`src/rtl/spi_pkg.sv`:
```
// Shared constants, FSM state type and bitwise CRC-8 helper for the SPI slave.
package spi_pkg;

    localparam int unsigned CRC_WIDTH    = 8;
    localparam int unsigned FRAME_BITS   = 64;
    localparam int unsigned PAYLOAD_BITS = 56;

    localparam logic [CRC_WIDTH-1:0] CRC_POLY = 8'h2F;
    localparam logic [CRC_WIDTH-1:0] CRC_SEED = 8'hFF;

    typedef enum logic [1:0] {
        IDLE,
        SHIFT,
        DONE
    } state_e;

    // One MSB-first CRC step, no reflection.
    function automatic logic [CRC_WIDTH-1:0] crc8_bit(input logic [CRC_WIDTH-1:0] crc,
                                                      input logic                 din);
        logic fb;
        fb = crc[CRC_WIDTH-1] ^ din;
        return {crc[CRC_WIDTH-2:0], 1'b0} ^ (fb ? CRC_POLY : '0);
    endfunction

endpackage

```
`src/rtl/spi_sync.sv`:
```
// Two-flop synchronizer with a parameterized reset value.
module spi_sync #(
    parameter logic RST_VAL = 1'b0
) (
    input  logic clk,
    input  logic rst_b,
    input  logic d_i,
    output logic q_o
);

    logic meta_q;
    logic sync_q;

    always_ff @(posedge clk or negedge rst_b) begin
        if (!rst_b) begin
            meta_q <= RST_VAL;
            sync_q <= RST_VAL;
        end else begin
            meta_q <= d_i;
            sync_q <= meta_q;
        end
    end

    assign q_o = sync_q;

endmodule

```
`src/rtl/spi_slave.sv`:
```
// SPI slave frame interface: 56-bit payload + CRC-8 in, 56-bit response + CRC-8 out.
// CRC generation/checking is built only when SPI_SLAVE_CRC_EN is defined.
module spi_slave
    import spi_pkg::*;
#(
    parameter int unsigned CLK_PER_BIT_MIN = 8,
    parameter int unsigned FRAME_BYTES     = 8
) (
    input  logic        clk,
    input  logic        rst_b,
    input  logic        cs_b,
    input  logic        sclk,
    input  logic        mosi,
    output logic        miso,
    input  logic [55:0] tx_data,
    output logic [55:0] rx_data,
    output logic        rx_valid,
    output logic        rx_crc_err,
    output logic        frame_abort
);

    if (FRAME_BYTES * 8 != FRAME_BITS) begin : g_bad_frame
        $error("spi_slave: FRAME_BYTES must be 8");
    end
    if (CLK_PER_BIT_MIN < 8) begin : g_bad_ratio
        $error("spi_slave: CLK_PER_BIT_MIN must be at least 8");
    end

    logic cs_s, sclk_s, mosi_s;
    logic cs_hist_q, sclk_hist_q;

    spi_sync #(.RST_VAL(1'b1)) u_sync_cs   (.clk(clk), .rst_b(rst_b), .d_i(cs_b), .q_o(cs_s));
    spi_sync #(.RST_VAL(1'b0)) u_sync_sclk (.clk(clk), .rst_b(rst_b), .d_i(sclk), .q_o(sclk_s));
    spi_sync #(.RST_VAL(1'b0)) u_sync_mosi (.clk(clk), .rst_b(rst_b), .d_i(mosi), .q_o(mosi_s));

    logic cs_fall, cs_rise, sclk_rise, sclk_fall;
    assign cs_fall   = cs_hist_q & ~cs_s;
    assign cs_rise   = ~cs_hist_q & cs_s;
    assign sclk_rise = ~sclk_hist_q & sclk_s;
    assign sclk_fall = sclk_hist_q & ~sclk_s;

    state_e      state_q;
    logic [6:0]  bit_cnt_q;
    logic [62:0] rx_sr_q;
    logic [54:0] tx_sr_q;
    logic        miso_q;
    logic [55:0] rx_data_q;
    logic        rx_valid_q;
    logic        frame_abort_q;

`ifdef SPI_SLAVE_CRC_EN
    logic [CRC_WIDTH-1:0] rx_crc_q;
    logic [CRC_WIDTH-1:0] tx_crc_q;
    logic [CRC_WIDTH-1:0] tx_crc_step;
    logic                 rx_crc_err_q;

    // miso_q holds the payload bit currently on the wire, which is what the tx CRC absorbs
    assign tx_crc_step = crc8_bit(tx_crc_q, miso_q);
`endif

    always_ff @(posedge clk or negedge rst_b) begin
        if (!rst_b) begin
            cs_hist_q     <= 1'b1;
            sclk_hist_q   <= 1'b0;
            state_q       <= IDLE;
            bit_cnt_q     <= '0;
            rx_sr_q       <= '0;
            tx_sr_q       <= '0;
            miso_q        <= 1'b0;
            rx_data_q     <= '0;
            rx_valid_q    <= 1'b0;
            frame_abort_q <= 1'b0;
`ifdef SPI_SLAVE_CRC_EN
            rx_crc_q      <= CRC_SEED;
            tx_crc_q      <= CRC_SEED;
            rx_crc_err_q  <= 1'b0;
`endif
        end else begin
            cs_hist_q     <= cs_s;
            sclk_hist_q   <= sclk_s;
            rx_valid_q    <= 1'b0;
            frame_abort_q <= 1'b0;
            case (state_q)
                IDLE: begin
                    miso_q <= 1'b0;
                    if (cs_fall) begin
                        state_q   <= SHIFT;
                        bit_cnt_q <= '0;
                        tx_sr_q   <= tx_data[54:0];
                        miso_q    <= tx_data[55];
`ifdef SPI_SLAVE_CRC_EN
                        rx_crc_q  <= CRC_SEED;
                        tx_crc_q  <= CRC_SEED;
`endif
                    end
                end
                SHIFT: begin
                    // cs_b release takes priority over a coincident sclk edge
                    if (cs_rise) begin
                        state_q       <= IDLE;
                        miso_q        <= 1'b0;
                        frame_abort_q <= 1'b1;
                    end else if (sclk_rise) begin
                        rx_sr_q   <= {rx_sr_q[61:0], mosi_s};
                        bit_cnt_q <= bit_cnt_q + 7'd1;
`ifdef SPI_SLAVE_CRC_EN
                        rx_crc_q  <= crc8_bit(rx_crc_q, mosi_s);
`endif
                        if (bit_cnt_q == 7'(FRAME_BITS - 1)) begin
                            state_q    <= DONE;
                            miso_q     <= 1'b0;
                            rx_valid_q <= 1'b1;
                            rx_data_q  <= rx_sr_q[62:7];
`ifdef SPI_SLAVE_CRC_EN
                            rx_crc_err_q <= (crc8_bit(rx_crc_q, mosi_s) != '0);
`endif
                        end
                    end else if (sclk_fall && (bit_cnt_q != '0)) begin
                        tx_sr_q <= {tx_sr_q[53:0], 1'b0};
`ifdef SPI_SLAVE_CRC_EN
                        if (bit_cnt_q < 7'(PAYLOAD_BITS)) begin
                            miso_q   <= tx_sr_q[54];
                            tx_crc_q <= tx_crc_step;
                        end else if (bit_cnt_q == 7'(PAYLOAD_BITS)) begin
                            miso_q   <= tx_crc_step[CRC_WIDTH-1];
                            tx_crc_q <= {tx_crc_step[CRC_WIDTH-2:0], 1'b0};
                        end else begin
                            miso_q   <= tx_crc_q[CRC_WIDTH-1];
                            tx_crc_q <= {tx_crc_q[CRC_WIDTH-2:0], 1'b0};
                        end
`else
                        // the drained shift register supplies zeros for the CRC slot
                        miso_q <= tx_sr_q[54];
`endif
                    end
                end
                DONE: begin
                    miso_q <= 1'b0;
                    if (cs_rise) begin
                        state_q <= IDLE;
                    end
                end
                default: state_q <= IDLE;
            endcase
        end
    end

    assign miso        = miso_q;
    assign rx_data     = rx_data_q;
    assign rx_valid    = rx_valid_q;
    assign frame_abort = frame_abort_q;
`ifdef SPI_SLAVE_CRC_EN
    assign rx_crc_err  = rx_crc_err_q;
`else
    assign rx_crc_err  = 1'b0;
`endif

endmodule
```
`config.mk`:
```
export PLATFORM = sky130hd
export DESIGN_NAME = spi_slave
export DESIGN_NICKNAME = d
export VERILOG_FILES = /design/src/rtl/spi_pkg.sv /design/src/rtl/spi_sync.sv /design/src/rtl/spi_slave.sv
export SDC_FILE = /design/constraint.sdc
export NUM_CORES = 1
export LEC_CHECK = 0
export ABC_AREA = 1
export ABC_CLOCK_PERIOD_IN_PS = 2000
export BUFFER_PORTS_ARGS = -buffer_cell sky130_fd_sc_hd__buf_2
export CAP_MARGIN = 15
export CORE_MARGIN = 1.5
export CORE_UTILIZATION = 59
export CTS_BUF_LIST = sky130_fd_sc_hd__clkbuf_4 sky130_fd_sc_hd__clkbuf_8
export DETAILED_ROUTE_END_ITERATION = 8
export HOLD_SLACK_MARGIN = 0.02
export PLACE_DENSITY = 0.83
export REMOVE_ABC_BUFFERS = 1
export SLEW_MARGIN = 20
export SYNTH_ARGS = -nofsm -noshare
export SYNTH_HDL_FRONTEND = slang
export SYNTH_SLANG_ARGS = --single-unit
```
`constraint.sdc`:
```
create_clock -name clk -period 2 [get_ports clk]
set_clock_uncertainty 0.15 [all_clocks]
set_input_delay 0.5 -clock clk [delete_from_list [all_inputs] [get_ports clk]]
set_output_delay 0.5 -clock clk [all_outputs]
set_load 0.03 [all_outputs]
```
== Word level (Yosys, flattened, before mapping) ==
Cells that the tools add are included.
Storage, ports and cells
  output and inout bits: 60
  latch bits: 0
  bits of input ports: 61
  memories: 0
  ROM bits: 0
  register bits after elaboration: 194
  logic and storage cells: 77
  RAM bits: 0
Operators by class
  multipliers: 0
  divide/modulo/power cells: 0
  eq/ne operators: 13
  reduce and logical (&&, ||, !) cells: 11
  $add $sub $neg: 1
  muxes and demuxes: 27
  magnitude comparators: 0
  bitwise operators: 9
  shift-type cells: 0
Operator list (count)
  55-bit two-way mux: 4
  55-bit case mux with 2 select lines: 1
  7-bit two-way mux: 3
  7-bit case mux with 2 select lines: 1
  2-bit != test (second input constant): 6
  4-bit AND reduction: 3
  1-bit two-way mux: 11
  2-bit two-way mux: 5
  4-bit != test (second input constant): 2
  7-bit by 1-bit adder with 7-bit output (second input constant): 1
  7-bit by 6-bit == test with 1-bit output (second input constant): 1
  7-bit nonzero test: 1
  3-bit != test (second input constant): 2
  2-bit case mux with 3 select lines: 1
  3-bit AND reduction: 2
  1-bit inverter: 5
  5-bit AND reduction: 1
  1-bit bitwise AND: 4
  1-bit case mux with 3 select lines: 1
  3-bit nonzero test: 1
  2-bit by 1-bit == test with 1-bit output (second input constant): 1
  2-bit == test (second input constant): 1
  2-bit zero test: 1
  2-bit nonzero test: 1
  1-bit logical AND: 1

== Logic depth before layout (Yosys ltp) ==
  depth in word-level cells: 7
  mapped depth: 11
  mapped depth without buffers: 10

== By module ==
Synthesis repeated with hierarchy kept, for this count alone.
Second synthesis, totals
  cells, all modules: 994
  area total of the unflattened synthesis: 8508.2 µm²
Modules (own cells, without submodules)
  spi_slave: cells each 988, area an instance 8355.5 µm², times used 1
  spi_sync (u_sync_mosi ...): cells each 2, area an instance 50.0 µm², times used 2
  spi_sync (u_sync_cs): cells each 2, area an instance 52.6 µm², times used 1

== Least setup slack after synthesis ==
No wires, ideal clock.
  path kind: reg-to-reg
  from: register state_q[1]
  to: register tx_sr_q[10]
  buffers on the path: 3
  period minus slack after synthesis: 1.763 ns
  slack: 0.237 ns
  data required time: 1.734 ns
  stages on the path, launching flop included: 12
  arrival time: 1.496 ns
  library setup time: 0.116 ns
  path through: dfrtp_1 -> inv_1 -> ha_1 -> buf_4 -> inv_2 -> nand2_1 -> nor2_1 -> inv_1 -> buf_2 -> buf_2 -> nand3_1 -> nand2_1
On the way
  cells in the longest elaborated chain, start to end: 3
  elaborated cells on any way between the ends: 9
  those cells by class: eq/ne: 5; mux: 1; reduce/logical: 3
Ends and longest elaborated chain
  start, declared: line spi_slave.sv:42  | state_e state_q;
  start signal, assigned: line spi_slave.sv:65  | state_q <= IDLE;
  start signal, assigned: line spi_slave.sv:87  | state_q <= SHIFT;
  start signal, assigned: line spi_slave.sv:100  | state_q <= IDLE;
  2-bit by 1-bit == test with 1-bit output or 2-bit zero test (tied branches): line spi_slave.sv:83  | case (state_q)
  2-bit != test (no line) or 2-bit nonzero test (tied branches)
  5-bit AND reduction (no line)
  end signal, assigned: line spi_slave.sv:89  | tx_sr_q <= tx_data[54:0];
  end signal, assigned: line spi_slave.sv:119  | tx_sr_q <= {tx_sr_q[53:0], 1'b0};
  end, declared: line spi_slave.sv:45  | logic [54:0] tx_sr_q;
Several ways; a longest one is shown, not always the timed one.
A chain may end at the register's enable or synchronous reset.

== Worst setup path after layout ==
  from: register state_q[1]
  to: register tx_sr_q[17]
Same word-level chain as after synthesis.

==> flow_summary.json <==
{
  "ys_seq_area_share_pct": 57.1,
  "final_max_slew_viol_count": 0,
  "cts.sinks": 194,
  "antenna_left": 0,
  "outcome": "complete, no violations",
  "final_area_um2": 9680,
  "total_power_w": 0.00991,
  "crit_family": "simple AND/OR/NAND/NOR gates",
  "cts_tree": "done",
  "fin_crit_sh_pct": 94.1,
  "p_int_w": 0.00654,
  "path_buf_inv": 3,
  "initial_core_util_pct": 60.8,
  "track_usage_pct": 24.0,
  "grt_remaining_overflow": 0,
  "yosysTopAreaCell": "dfrtp_1",
  "clkTransAtPathRegs_ps": 90,
  "cp_cell_sequence": "inv_1 -> ha_2 -> nand2_2 -> inv_2 -> nand4_2 -> nand2_2 -> clkbuf_16 -> nand2_1 -> nand2_1",
  "wl_met2_um": 8180,
  "slew_headroom_pct": 62.4,
  "seqPwrFrac_pct": 49.4,
  "hpwl_um": 11000,
  "first_global_vias": 6027,
  "synthCells": 994,
  "yosys_warnings": 0,
  "ir_drop_v": 0.000560,
  "ys.flop_type": "dfrtp_1",
  "routed.top_layer": "met4",
  "dpl_cell_area_um2": 9220,
  "setup_violations": 0,
  "ys_types": 26,
  "met3_length_um": 943,
  "p_sw_w": 0.00336,
  "endpoint_kind": "flip-flop",
  "h-tree-depth": 4,
  "io_pins": 121,
  "hold_viol": 0,
  "drive_gt1_share_pct": 19.8,
  "synthTopCellsByCount": "433 x nand2_1, 191 x dfrtp_1, 77 x inv_1",
  "cp_data_arrival_time_ps": 2130,
  "fmax_mhz": 531,
  "p_leak_nw": 5.09,
  "die_height_um": 123,
  "clk_path_buf_depth": 2,
  "grt_pass1_wl_um": 28700,
  "worstSetupStartpointType": "flip-flop",
  "wirelength_um": 17300,
  "synth_edf_count": 0,
  "area_growth_syn_to_layout_pct": 13.8,
  "dieArea_um2": 15100,
  "switching_share_pct": 34.0,
  "ctsRootBufferMaster": "clkbuf_8",
  "vias": 6599,
  "power.density_nw_per_um2": 1020,
  "clkLatencyLatePin_ps": 460,
  "tns_ps": 0,
  "ff_latch_area_um2": 4860,
  "dr.pass1.iters": 5,
  "async_flop_share_pct": 100,
  "fill_cells": 1093,
  "wl_met1_um": 8000,
  "synth_top_area_share_pct": 56.2,
  "period_minus_slack_ps": 1880,
  "max_cap_violations": 0,
  "viasPerCell": 5.12,
  "path_max_fanout": 27,
  "antenna_found_initial": 0,
  "tightest_slew_ps": 564,
  "syn_area_per_cell_um2": 8.56,
  "multi_input_area_um2": 3000,
  "n_antenna_cell": 0,
  "die_width_um": 123,
  "placementRows": 43,
  "ys_ff_latch": 194,
  "initialDrtViolationCount": 561,
  "cp_slowest_cell": "dfrtp_1",
  "nets": 1166,
  "cp.required_ps": 2250,
  "routedWlPerCell_um": 13.4,
  "io_buffers": 119,
  "coreArea_um2": 14000,
  "cts_buffers": 17,
  "hold_path_class": "input port to flip-flop",
  "worst-setup-path-type": "flip-flop to flip-flop",
  "syn_area_um2": 8510,
  "grt_max_degree": 85,
  "clockPowerShare_pct": 25.0,
  "route.detailed.drc": 0,
  "synth_area_leaders": "dfrtp_1 56%, nand2_1 19%, nand3_1 3.8%",
  "p_comb_share_pct": 25.5,
  "slowest_delay_ps": 420,
  "place_congestion": 0.804,
  "utilization_pct": 69.2,
  "synth_most_common_cell": "nand2_1",
  "whs_ps": 112
}
## kinds of logic after synthesis
family,Yosys count,share of synthesized area [%]
XOR/XNOR,2,0.206
buffers and inverters,137,7.87
other,1,0.0441
AO/OA/AOI/OAI,120,8.24
adder cells (fa/ha/maj),7,1.03
AND/OR/NAND/NOR,533,25.5
flip-flops,194,57.1
## repair_timing
action / 4_1_cts / 5_1_grt
hold buffers: 4 / 0
gates resized for setup: 0 / 2
setup buffers: 0 / 1
endpoints found under the setup margin: 0 / 60
hold endpoints to repair: 27 / 0
## stage by stage
stage / worst slack (ps) / std cells
4_1_cts: 51.9 / 1288
5_1_grt: -18.5 / 1290
3_5_place_dp: 84.7 / 1253
6_report: 118 / 1290
3_3_place_gp: 131 / 1253
2_1_floorplan: -2580 / 938
## flip-flops by register name (all words and copies together) (netlist names), 2 cells and up
name / cells
rx_sr_q: 63
rx_data: 56
tx_sr_q: 55
bit_cnt_q: 7
state_q: 2
## metal layers
layer	vias up	global-route usage (%)
met2	185	37.0
met4	0	7.04
met5	-	0
met3	21	5.07
met1	3113	34.8
li1	3280	-
## area by class of cell
class	count	area share [%]
sequential	194	50.2
multi-input combinational	663	30.9
timing repair buffer	141	9.44
inverter	81	3.14
clock buffer	21	2.92
tap	180	2.33
clock inverter	10	1.05
## tightest hold or removal path, stage by stage
cell and delay [ps]:
buf_2 90, nand2_1 50, nand2_1 60
## power by group through the flow
stage               registers, W  clock network (W)  logic, W
finish                   0.00490            0.00248   0.00253
global route             0.00497            0.00268   0.00291
CTS                      0.00489            0.00254   0.00249
detailed placement       0.00496                  0   0.00246
global placement         0.00494                  0   0.00237
floorplan                0.00488                  0   0.00176
## placed cells by master (no fill, tap or decap), types with 2 or more instances in the layout
cell type      instances
dlygate4sd3_1          4
nand2_2                8
inv_2                  5
clkinvlp_4             2
dfstp_2                3
clkinv_2               2
o21ai_0               63
buf_12                 9
nand2_1              433
nor2_4                 4
nor2_1                13
clkinv_4               2
nand4_1                5
clkbuf_8              21
o21ai_2               26
nand3_1               65
inv_1                 76
dfrtp_1              191
buf_2                118
ha_1                   6
o21ai_1               30
inv_6                  2
buf_4                  7
## final timing paths
kind                                         start               to  slack (ps)  depth (start not counted)
worst max-delay path                    state_q[1]      tx_sr_q[17]         120                          9
worst max register to register          state_q[1]      tx_sr_q[17]         120                          9
max in group asynchronous                    rst_b      rx_data[49]         790                          3
min in group asynchronous                    rst_b      tx_sr_q[49]         340                          2
worst min-delay path                    tx_data[0]       tx_sr_q[0]         110                          3
worst min register to register  u_sync_sclk.meta_q  u_sync_sclk.q_o         210                          0
No activity file was read; power rests on OpenSTA's default activity.
